==> config.mk <==
export PLATFORM = sky130hd
export DESIGN_NAME = encrypted_lock_ctrl
export DESIGN_NICKNAME = d
export VERILOG_FILES = /design/src/rtl/encrypted_lock_ctrl.sv
export SDC_FILE = /design/constraint.sdc
export NUM_CORES = 1
export LEC_CHECK = 0
export BUFFER_PORTS_ARGS = -buffer_cell sky130_fd_sc_hd__buf_4
export CORE_MARGIN = 1.5
export CORE_UTILIZATION = 30
export CTS_CLUSTER_SIZE = 20
export DETAILED_ROUTE_END_ITERATION = 16
export GPL_TIMING_DRIVEN = 0
export PLACE_DENSITY = 0.55
export REMOVE_ABC_BUFFERS = 1
export SLEW_MARGIN = 0
export SYNTH_ARGS = -nofsm -noshare
export SYNTH_HDL_FRONTEND = slang
export SYNTH_SLANG_ARGS = --single-unit
==> constraint.sdc <==
create_clock -name clk -period 2.4 [get_ports clk]
set_input_delay 0.12 -clock clk [delete_from_list [all_inputs] [get_ports clk]]
set_output_delay 0.12 -clock clk [all_outputs]
set_load 0.02 [all_outputs]
==> src/rtl/encrypted_lock_ctrl.sv <==
// Lock sequencer: qualifies submit edges against the upstream code-match bit,
// opens a timed unlock window, and enforces a timed lockout after repeated failures.
module encrypted_lock_ctrl #(
    parameter int MAX_FAIL       = 3,
    parameter int UNLOCK_CYCLES  = 16,
    parameter int LOCKOUT_CYCLES = 64,
    parameter int TMR_W          = 8,
    parameter int FAIL_W         = 2
) (
    input  logic              clk,
    input  logic              rst,
    input  logic              match,
    input  logic              submit,
    input  logic              relock,
    input  logic              admin_clear,
    output logic              unlocked,
    output logic              lockout,
    output logic              alarm,
    output logic [FAIL_W-1:0] fail_count
);

    typedef enum logic [1:0] {
        IDLE    = 2'd0,
        OPEN    = 2'd1,
        LOCKOUT = 2'd2
    } state_t;

    localparam logic [TMR_W-1:0]  UNLOCK_LOAD  = TMR_W'(UNLOCK_CYCLES);
    localparam logic [TMR_W-1:0]  LOCKOUT_LOAD = TMR_W'(LOCKOUT_CYCLES);
    localparam logic [FAIL_W:0]   FAIL_LIMIT   = (FAIL_W + 1)'(MAX_FAIL);
    localparam logic [FAIL_W-1:0] FAIL_SAT     = FAIL_W'(MAX_FAIL);

    state_t            state, state_d;
    logic [TMR_W-1:0]  timer, timer_d;
    logic [FAIL_W-1:0] fail_d;
    logic [FAIL_W:0]   fail_inc;
    logic              submit_q;
    logic              attempt;

    assign attempt  = submit & ~submit_q;
    // One extra bit so the compare against MAX_FAIL cannot wrap.
    assign fail_inc = {1'b0, fail_count} + (FAIL_W + 1)'(1);

    always_comb begin
        // NOTE: every combinational output gets a default first so no path infers a latch.
        state_d = state;
        timer_d = timer;
        fail_d  = fail_count;

        unique case (state)
            IDLE: begin
                if (admin_clear) begin
                    fail_d = '0;
                end else if (attempt) begin
                    if (match) begin
                        state_d = OPEN;
                        timer_d = UNLOCK_LOAD;
                        fail_d  = '0;
                    end else if (fail_inc >= FAIL_LIMIT) begin
                        state_d = LOCKOUT;
                        timer_d = LOCKOUT_LOAD;
                        fail_d  = FAIL_SAT;
                    end else begin
                        fail_d = fail_inc[FAIL_W-1:0];
                    end
                end
            end

            OPEN: begin
                // Attempts are deliberately ignored while the window is open.
                if (admin_clear) begin
                    fail_d = '0;
                end
                if (relock || timer <= TMR_W'(1)) begin
                    state_d = IDLE;
                    timer_d = '0;
                end else begin
                    timer_d = timer - TMR_W'(1);
                end
            end

            LOCKOUT: begin
                if (admin_clear || timer <= TMR_W'(1)) begin
                    state_d = IDLE;
                    timer_d = '0;
                    fail_d  = '0;
                end else begin
                    timer_d = timer - TMR_W'(1);
                end
            end

            default: begin
                state_d = IDLE;
                timer_d = '0;
                fail_d  = '0;
            end
        endcase
    end

    always_ff @(posedge clk) begin
        // NOTE: non-blocking assignments keep every register sampling pre-edge values.
        if (rst) begin
            state      <= IDLE;
            timer      <= '0;
            fail_count <= '0;
            submit_q   <= 1'b0;
            unlocked   <= 1'b0;
            lockout    <= 1'b0;
            alarm      <= 1'b0;
        end else begin
            state      <= state_d;
            timer      <= timer_d;
            fail_count <= fail_d;
            submit_q   <= submit;
            unlocked   <= (state_d == OPEN);
            lockout    <= (state_d == LOCKOUT);
            alarm      <= (state_d == LOCKOUT) && (state != LOCKOUT);
        end
    end

endmodule

======== Word-level counts from Yosys, hierarchy flattened ========
Index checks and enable logic that the tools add are counted.
storage, ports and cells
  flip-flop bits (word level) ............. 16
  latch bits .............................. 0
  RAM bits ................................ 0
  ROM bits ................................ 0
  input bits .............................. 6
  output and inout port bits .............. 5
  word-level logic and storage cells ...... 51
  memories ................................ 0
cells by class
  add/sub/neg operators ................... 2
  multiply operators ...................... 0
  divide/modulo/power cells ............... 0
  order comparisons ....................... 2
  eq/ne operators ......................... 11
  shifts and indexed selects .............. 0
  multiplexer cells ....................... 21
  bitwise operators ....................... 2
  reduce and logical (&&, ||, !) cells .... 6
operators with widths
  kind                                                                number
  2-to-1 mux 8 bit                                                    6
  2-to-1 mux 2 bit                                                    12
  one-hot mux 8 bit (3 select lines)                                  1
  one-hot mux 2 bit (3 select lines)                                  2
  != test 2 bit (second input constant)                               5
  less-or-equal comparator 8 x 1 -> 1 bit (second input constant)     1
  subtractor 8 x 1 -> 8 bit (second input constant)                   1
  != test 3 bit (second input constant)                               2
  AND reduction 3 bit                                                 2
  == test 2 x 1 -> 1 bit (second input constant)                      2
  == test 2 bit (second input constant)                               2
  adder 2 x 1 -> 3 bit (second input constant)                        1
  greater-or-equal comparator 3 x 2 -> 1 bit (second input constant)  1
  zero test 2 bit                                                     1
  logical OR 1 bit                                                    2
  bitwise AND 1 bit                                                   1
  logical AND 1 bit                                                   1
  inverter 1 bit                                                      1

======== Longest topological paths before layout ========
Gate-level depths: netlist of run 1.
  depth in word-level cells ............... 9
  mapped depth ............................ 6
  depth with buffers taken out ............ 6

======== Worst setup path after synthesis of run 1 ========
No wires, ideal clock.
  kind .................................... register to register
  start point ............................. register timer[0]
  end point ............................... register timer[6]
  library setup time ...................... 0.079 ns
  arrival ................................. 1.553 ns
  data required time ...................... 2.321 ns
  setup slack ............................. 0.767 ns
  stages on the path, launching flop included .. 7
  buffers on the path ..................... 0
  clock period less this slack ............ 1.633 ns
  cells stage by stage .................... dfxtp_1 > inv_1 > ha_1 > or4b_4 > nor4b_2 > o21ai_1 > a211oi_2
on the way
  cells in the longest elaborated chain, start to end .. 4
  elaborated cells between the ends (all ways) .. 7
  those cells by class .................... add/sub: 1; order compare: 1; mux: 3; reduce/logical: 2
RTL lines
  element                                  line    RTL
  from (decl)                              34      logic [TMR_W-1:0] timer, timer_d;
  from (signal assigned)                   112     timer <= timer_d;
  less-or-equal comparator 8 x 1 -> 1 bit  74, 83
  logical OR 1 bit (on tied branches)      83, 74
  2-to-1 mux 8 bit (on tied branches)      83, 74
  one-hot mux 8 bit (3 select lines) (*)   50      unique case (state)
Mark *: on every way between the ends. The rest lies on a longest branch, timed or not.
A chain may end at the register's enable or synchronous reset.

======== Worst setup path in the final report of run 1 ========
  start point ............................. register timer[0]
  end point ............................... register timer[3]
The elaborated chain is that of the path after synthesis.

==> impl_metrics.ini, run 1 <==
[logic_synthesis]
dominantRegCellSynth = dfxtp_1
post-synth-top-area-cell = dfxtp_1
syn_area_um2 = 862
ys_seq_elements = 16
synth_edf_count = 0
synthArstFlopShare_pct = 0
post-synth-top-area-fraction_pct = 37.2
ys_warn_count = 0
ys_types = 39
syn_area_per_cell_um2 = 8.45
synth_top_cells_by_area = dfxtp_1, nor2_1, or4b_4, nand2_1, ha_1
yosysSeqAreaShare_pct = 37.2
synth_cells = 102

[routing]
drc = 0
viasPerCell = 5.51
dr.pass1.iters = 4
post_drt_wl_per_cell_um = 13.3
via_count = 794
antenna_left = 0
drt_iter0_markers = 18
wl_mm = 1.92

[floorplan]
rows = 19
die_x_um = 56.6
initial_core_util_pct = 31.5
io-pin-count = 11
die_h_um = 56.6
core_area_mm2 = 0.00273
dieArea_mm2 = 0.00320

[cells_and_area]
area_growth_syn_to_layout_pct = 14.8
nFillCells = 281
diodes = 0
instances_no_fill = 144
seq_area_um2 = 320
fin_nets = 123
multiInputGateArea_um2 = 507
final_util_pct = 36.2
drive_gt1_share_pct = 17.7

[sta]
setup_viol = 0
slew_viol_final = 0
hold_viol_final = 0
max_freq_ghz = 0.551
period_share_pct = 75.7
worst_clock_skew_ns = 0.00114
setup_tns_ns = 0
worst_slack_ns = 0.584
period_needed_ns = 1.82
rsz0062_at_grt = false
slew-limit-headroom_pct = 57.2
tightest_slew_ns = 0.641

[power]
p_seq_share_pct = 53.4
p_comb_share_pct = 19.3
p_sw_share_pct = 29.6
p_switching_mw = 0.157
pwr-share-clk_pct = 27.3
internal_power_mw = 0.374
pwr_density_cell_mw_per_mm2 = 537
irDropWorstVdd_mv = 0.278
power_leakage_nw = 0.396
power_mw = 0.531

[place]
hpwl_mm = 1.36
globalplace.congestion = 0.809
io_buffers = 10
place_inst = 141
pre_cts_ws_ns = 0.606

[grt]
grt-ovfl-total = 0
grt_pass1_wl_mm = 3.31
grt_start_max_net_pins = 13
grt_pass1_vias = 748
track_usage_pct = 13.0
antenna_found_initial = 0

[critical_path]
arrival_ns = 2.04
slowest_stage = o2111ai_1
crit_path_cell_trace = inv_1, ha_1, o2111ai_1, nand3_1, o22ai_1
critical_path_class = reg -> reg
cp_top_family = compound AO/OA/AOI/OAI gates
worst-path-buf-inv = 1
startpoint_type = flip-flop
worstPathMaxFanout = 7
end_kind = flip-flop
cp_slowest_stage_delay_ns = 0.58
cp_data_required_time_ns = 2.62

[clocking]
cts-resized-gates = 0
clock_sinks = 16
clock_latency_ns = 0.29
clkTransAtPathRegs_ns = 0.09
ctsRootBufferMaster = clkbuf_4
ctsHoldBuffers = 0
cts_buffer_depth = 2
numCtsBuffers = 3
cts_setup_buffers = 0
cts_tree = done
htree_levels = 1

[outcome]
status = finished, final reports clean

[min_path]
worstHoldPathType = in -> reg

[run]
maxCapViolations = 0
## flip-flops by register name, indices dropped and copies added, names as in the netlist
register	flops
fail_count	2
alarm	1
unlocked	1
submit_q	1
state	2
lockout	1
timer	8
## Yosys cell counts (2+ instances only)
cell type and count:
a21oi_1 3, a22oi_1 2, a41oi_1 2, dfxtp_1 16, ha_1 2, inv_1 6
nand2_1 7, nand3_1 4, nand4_1 4, nor2_1 15, nor2b_1 3, nor3_1 3
nor3b_1 3, o2111ai_1 2, o211ai_1 2, o311a_1 2, or2_2 2, or3_1 2
or4b_4 2
## layer usage
layer	track usage (%)	part of all wire, %
met5	0	0
met4	7.14	1.1
met3	2.07	2.1
met2	20.9	50
met1	16.6	46
## stage by stage
step | instance area, um2 | hold WS, ns
after floorplan | 853 | 0.185
after global placement | 967 | 0.353
after detailed placement | 967 | 0.373
after CTS | 990 | 0.0732
after global routing | 990 | 0.0717
final | 990 | 0.0720
## final timing paths
| check | from | end | slack (ns) | cells past startpoint |
|---|---|---|---|---|
| max | timer[0] | timer[3] | 0.58 | 5 |
| min | submit | submit_q | 0.07 | 2 |
| max reg2reg | timer[0] | timer[3] | 0.58 | 5 |
| min reg2reg | timer[3] | timer[3] | 0.51 | 2 |
## layout make-up
cell class	count	area share, %
multi-input cells	77	51.2
well taps	31	3.92
inverters	7	2.65
clock buffers	3	2.28
flip-flops and latches	16	32.4
repair buffers	10	7.59
## cells by family after synthesis
kind of cell | synth area share, %
simple gates | 31.6
compound gates | 23.1
flops | 37.2
buf+inv | 4.06
fa+ha+maj | 2.90
mux | 1.16
## power by group through the flow
stage                     combinational, mW  clock (mW)  sequential [mW]
final                                 0.102       0.145            0.284
after global routing                  0.111       0.166            0.286
after CTS                             0.101       0.150            0.284
after detailed placement              0.101           0            0.290
after global placement                0.101           0            0.289
after floorplan                      0.0671           0            0.290
## placed cells by master (no fill, tap or decap), drive strengths merged, types with 2 or more instances in the layout
master,n
or4b,2
dfxtp,16
a22oi,2
inv,6
or2,2
a211oi,2
nand3,4
clkbuf,3
o2111ai,2
ha,2
o211ai,2
nor2,15
a21oi,3
nand4,4
o21ai,2
nor3b,3
o311a,2
nor2b,3
nor3,3
or3,2
buf,10
a41oi,2
nand2,7
(Power assumes the default switching activity.)
==> inputs of run 2 (changes only) <==
--- a/config.mk
+++ b/config.mk
@@ -5,6 +5,7 @@
 export SDC_FILE = /design/constraint.sdc
 export NUM_CORES = 1
 export LEC_CHECK = 0
+export ABC_AREA = 1
 export BUFFER_PORTS_ARGS = -buffer_cell sky130_fd_sc_hd__buf_4
 export CORE_MARGIN = 1.5
 export CORE_UTILIZATION = 30
==> constraint.sdc (replaced) <==
create_clock -name clk -period 1.8 [get_ports clk]
set_input_delay 0.09 -clock clk [delete_from_list [all_inputs] [get_ports clk]]
set_output_delay 0.09 -clock clk [all_outputs]
set_load 0.02 [all_outputs]
==> impl_metrics.ini, run 2 <==
[critical_path]
critical_path_class = reg -> reg
slowest_stage = dfxtp_1
worst-path-buf-inv = 2
cp_top_family = flip-flops
worstPathMaxFanout = 5
startpoint_type = flip-flop
end_kind = flip-flop
crit_path_cell_trace = inv_1, ha_1, inv_1, nand2_1, nand2_1, nor2_1, a21oi_1, nand2_1, nand2_1, nand2_1, a21oi_1
cp_data_required_time_ns = 2.02
arrival_ns = 1.71
cp_slowest_stage_delay_ns = 0.40
crit_top_cell = nand2_1

[routing]
via_count = 758
post_drt_wl_per_cell_um = 9.97
antenna_left = 0
drt_iter0_markers = 11
dr.pass1.iters = 4
wl_mm = 1.69
viasPerCell = 4.49
drc = 0

[power]
power_leakage_nw = 0.482
irDropWorstVdd_mv = 0.442
pwr_density_cell_mw_per_mm2 = 743
power_mw = 0.783

[logic_synthesis]
synth_common_cells = nand2_1, inv_1, dfxtp_1
synth_cells = 124
post-synth-top-area-cell = dfxtp_1
ys_seq_elements = 16
synthArstFlopShare_pct = 0
dominantRegCellSynth = dfxtp_1
ys_warn_count = 0
syn_area_um2 = 897
syn_area_per_cell_um2 = 7.23
ys_types = 27
post-synth-top-area-fraction_pct = 35.7
yosysSeqAreaShare_pct = 35.7
synth_edf_count = 0
yosysMostFrequentCell = nand2_1
synth_top_cells_by_area = dfxtp_1, nand2_1, inv_1, nor2_1, a21oi_1

[clocking]
clkTransAtPathRegs_ns = 0.10
numCtsBuffers = 3
cts_setup_buffers = 0
htree_levels = 1
cts-resized-gates = 0
ctsRootBufferMaster = clkbuf_4
clock_sinks = 16
clock_latency_ns = 0.29
cts_tree = done
cts_buffer_depth = 2

[cells_and_area]
largest_reg_flops = 8
drive_gt1_share_pct = 26.1
final_cell_area_mm2 = 0.00105
regMostFlops = timer
diodes = 0
nFillCells = 307
final_common_cell = nand2_1
top_regs = timer (8), fail_count (2), state (2)
layout_common_cells = nand2_1, inv_1, dfxtp_1
area_growth_syn_to_layout_pct = 17.4
final_util_pct = 37.6
fin_nets = 147

[grt]
grt-ovfl-total = 0
grt_pass1_wl_mm = 2.99
grt_pass1_vias = 690
grt_start_max_net_pins = 12
antenna_found_initial = 0
track_usage_pct = 11.5

[floorplan]
initial_core_util_pct = 32.0
io-pin-count = 11
die_x_um = 57.7
die_h_um = 57.7
rows = 19
core_area_mm2 = 0.00281
dieArea_mm2 = 0.00333

[place]
io_buffers = 10
globalplace.congestion = 0.735
hpwl_mm = 1.31
dpl_cell_area_mm2 = 0.00101

[sta]
rsz0062_at_grt = false
setup_viol = 0
period_needed_ns = 1.49
hold_viol_final = 0
worst_clock_skew_ns = 0.00667
setup_tns_ns = 0
tightest_slew_ns = 0.227
period_share_pct = 82.9
slew-limit-headroom_pct = 84.7
slew_viol_final = 0
max_freq_ghz = 0.670

[run]
maxCapViolations = 0

[outcome]
status = finished, final reports clean

[min_path]
worstHoldPathType = in -> reg
run 2: cell types whose count changed after synthesis, sizes merged, moves of 3 or more:
| cell | previous run | this run |
|---|---|---|
| o21ai | 2 | 5 |
| nand2 | 7 | 35 |
| nor2b | 3 | 0 |
| inv | 6 | 21 |
| a21oi | 3 | 10 |
| nand3 | 4 | 7 |
run 2: area by class of cell:
type	instances	area, um2	area share (%)
clock buffers	4	36.3	3.44
well taps	31	38.8	3.68
multi-input cells	86	492	46.7
flip-flops and latches	16	320	30.4
inverters	21	81.3	7.72
repair buffers	11	85.1	8.08
run 2: metrics by stage:
step	std cells	hold WS (ns)	setup WS, ns
floorplan	123	0.159	0.480
global placement	164	0.301	0.352
detailed placement	164	0.313	0.347
CTS	169	0.0331	0.296
global route	169	0.0369	0.0899
finish	169	0.0361	0.308
run 2: path summary, 6_finish.rpt:
path              cells after the start  slack, ns  endpoint  startpoint
hold reg to reg                       2       0.52  timer[4]    timer[4]
setup reg to reg                     11       0.31  timer[4]    timer[0]
setup / recovery                     11       0.31  timer[4]    timer[0]
hold / removal                        2       0.04  submit_q         rst
run 2: kinds of logic (layout without fill, tap and decap cells):
logic type / Yosys count / after routing / share of synthesized area, %
adders and majority gates: 2 / 2 / 2.79
buffers and inverters: 22 / 36 / 9.48
AOI/OAI and AO/OA: 17 / 17 / 11.3
xor gates and xnor gates: 1 / 1 / 0.976
and+or+nand+nor: 66 / 66 / 39.7
DFF: 16 / 16 / 35.7
run 2: timing repair:
item | in CTS | in global routing
hold buffers | 1 | 0
hold endpoints to repair | 1 | 0
setup endpoints to repair | 0 | 0
run 2: per-layer routing:
layer  GRT usage, %  routed length, um  vias up
li1               -                  -      421
met1           15.9                849      325
met2           18.0                766       10
met3           4.02                 58        2
met4          0.997                 11        0
met5              0                  0        -
run 2: where the power goes:
part | switching [mW] | internal (mW) | leakage, nW | total (mW)
combinational | 0.0918 | 0.0650 | 0.331 | 0.157
clock | 0.121 | 0.123 | 0.0210 | 0.244
sequential | 0.0136 | 0.368 | 0.130 | 0.382
total | 0.226 | 0.557 | 0.482 | 0.783
==> inputs of run 3 (changes only) <==
==> constraint.sdc (replaced) <==
create_clock -name clk -period 1.5 [get_ports clk]
set_input_delay 0.075 -clock clk [delete_from_list [all_inputs] [get_ports clk]]
set_output_delay 0.075 -clock clk [all_outputs]
set_load 0.02 [all_outputs]
==> impl_metrics.ini, run 3 (synthesized netlist as in run 2, its figures left out) <==
[power]
power_mw = 0.954
irDropWorstVdd_mv = 0.529
p_comb_share_pct = 21.3
power_leakage_nw = 0.491
internal_power_mw = 0.676
pwr-share-clk_pct = 30.6
p_switching_mw = 0.278
pwr_density_cell_mw_per_mm2 = 873
p_seq_share_pct = 48.1
p_sw_share_pct = 29.2

[routing]
antenna_left = 0
drt_iter0_markers = 11
wl_mm = 1.74
via_count = 765
post_drt_wl_per_cell_um = 10.2
drc = 0
dr.pass1.iters = 4
viasPerCell = 4.50

[floorplan]
initial_core_util_pct = 32.0
io-pin-count = 11
rows = 19
core_area_mm2 = 0.00281
die_x_um = 57.7
die_h_um = 57.7
dieArea_mm2 = 0.00333

[place]
globalplace.congestion = 0.735
hpwl_mm = 1.31
io_buffers = 10
place_inst = 164
pre_cts_ws_ns = 0.0472

[grt]
antenna_found_initial = 0
grt_pass1_vias = 690
track_usage_pct = 11.5
grt_pass1_wl_mm = 2.99
grt_start_max_net_pins = 12
grt-ovfl-total = 0

[sta]
worst_slack_ns = 0.145
period_share_pct = 90.3
slew_viol_final = 0
slew-limit-headroom_pct = 83.1
worst_clock_skew_ns = 0.00575
setup_tns_ns = 0
tightest_slew_ns = 0.252
hold_viol_final = 0
max_freq_ghz = 0.738
period_needed_ns = 1.36
setup_viol = 0

[critical_path]
worstPathMaxFanout = 5
end_kind = flip-flop
startpoint_type = flip-flop
cp_data_required_time_ns = 1.74
arrival_ns = 1.59
critical_path_class = reg -> reg

[cells_and_area]
area_growth_syn_to_layout_pct = 21.9
fin_nets = 148
drive_gt1_share_pct = 30.9
diodes = 0
top_regs = timer (8), fail_count (2), state (2)
layout_common_cells = nand2_1, inv_1, dfxtp_1
largest_reg_flops = 8
instances_no_fill = 170
final_common_cell = nand2_1
final_util_pct = 39.0
regMostFlops = timer

[clocking]
htree_levels = 1
cts_buffer_depth = 2
ctsRootBufferMaster = clkbuf_4
clock_latency_ns = 0.29
clkTransAtPathRegs_ns = 0.10
cts_tree = done
numCtsBuffers = 3
clock_sinks = 16

[min_path]
worstHoldPathType = in -> reg

[run]
maxCapViolations = 0

[outcome]
status = finished, final reports clean
run 3: layout make-up:
class / count / area, um2
Fill cell: 310 / 1710
Inverter: 21 / 81.3
Sequential cell: 16 / 323
Clock buffer: 4 / 36.3
Tap cell: 31 / 38.8
Timing Repair Buffer: 12 / 92.6
Multi-Input combinational cell: 86 / 522
run 3: worst max-delay path, cell delays in order (launching register included):
cell and delay, ns:
dfxtp_2 0.35, inv_1 0.12, ha_4 0.17, inv_1 0.06, nand2_2 0.08, nand4_4 0.10, nand2_2 0.11, nand2_2 0.07
o21ai_1 0.11, nand2_1 0.06, nor2_1 0.07
run 3: final timing paths:
kind                                from       endpoint  slack, ns  cells past startpoint
worst max-delay path            timer[0]  fail_count[1]       0.14                     10
worst min-delay path                 rst       timer[1]       0.02                      2
worst max register to register  timer[0]  fail_count[1]       0.14                     10
worst min register to register  timer[0]       timer[0]       0.50                      2
run 3: per-stage QoR:
stage	hold slack, ns	area, um2
after detailed placement	0.298	1010
final	0.0183	1090
after CTS	0.0181	1050
after global routing	0.0193	1090
after global placement	0.286	1010
after floorplan	0.144	893
run 3: routing by layer:
layer / part of all wire [%] / vias up / GRT usage [%]
li1: - / 422 / -
met1: 49 / 331 / 15.9
met2: 47 / 10 / 18.0
met3: 3.3 / 2 / 4.02
met4: 0.63 / 0 / 0.997
met5: 0 / - / 0
run 3: power by group through the flow:
stage / Combinational, mW / Clock (mW) / Sequential [mW]
global route: 0.233 / 0.321 / 0.462
finish: 0.203 / 0.292 / 0.459
floorplan: 0.139 / 0 / 0.470
global placement: 0.185 / 0 / 0.468
detailed placement: 0.188 / 0 / 0.469
CTS: 0.191 / 0.305 / 0.459
run 3: repair_timing:
item,in CTS,in global routing
resized for setup,1,7
setup endpoints to repair,1,9
pin swaps,0,1
hold endpoints to repair,1,0
hold buffers,1,0
setup buffers,0,1
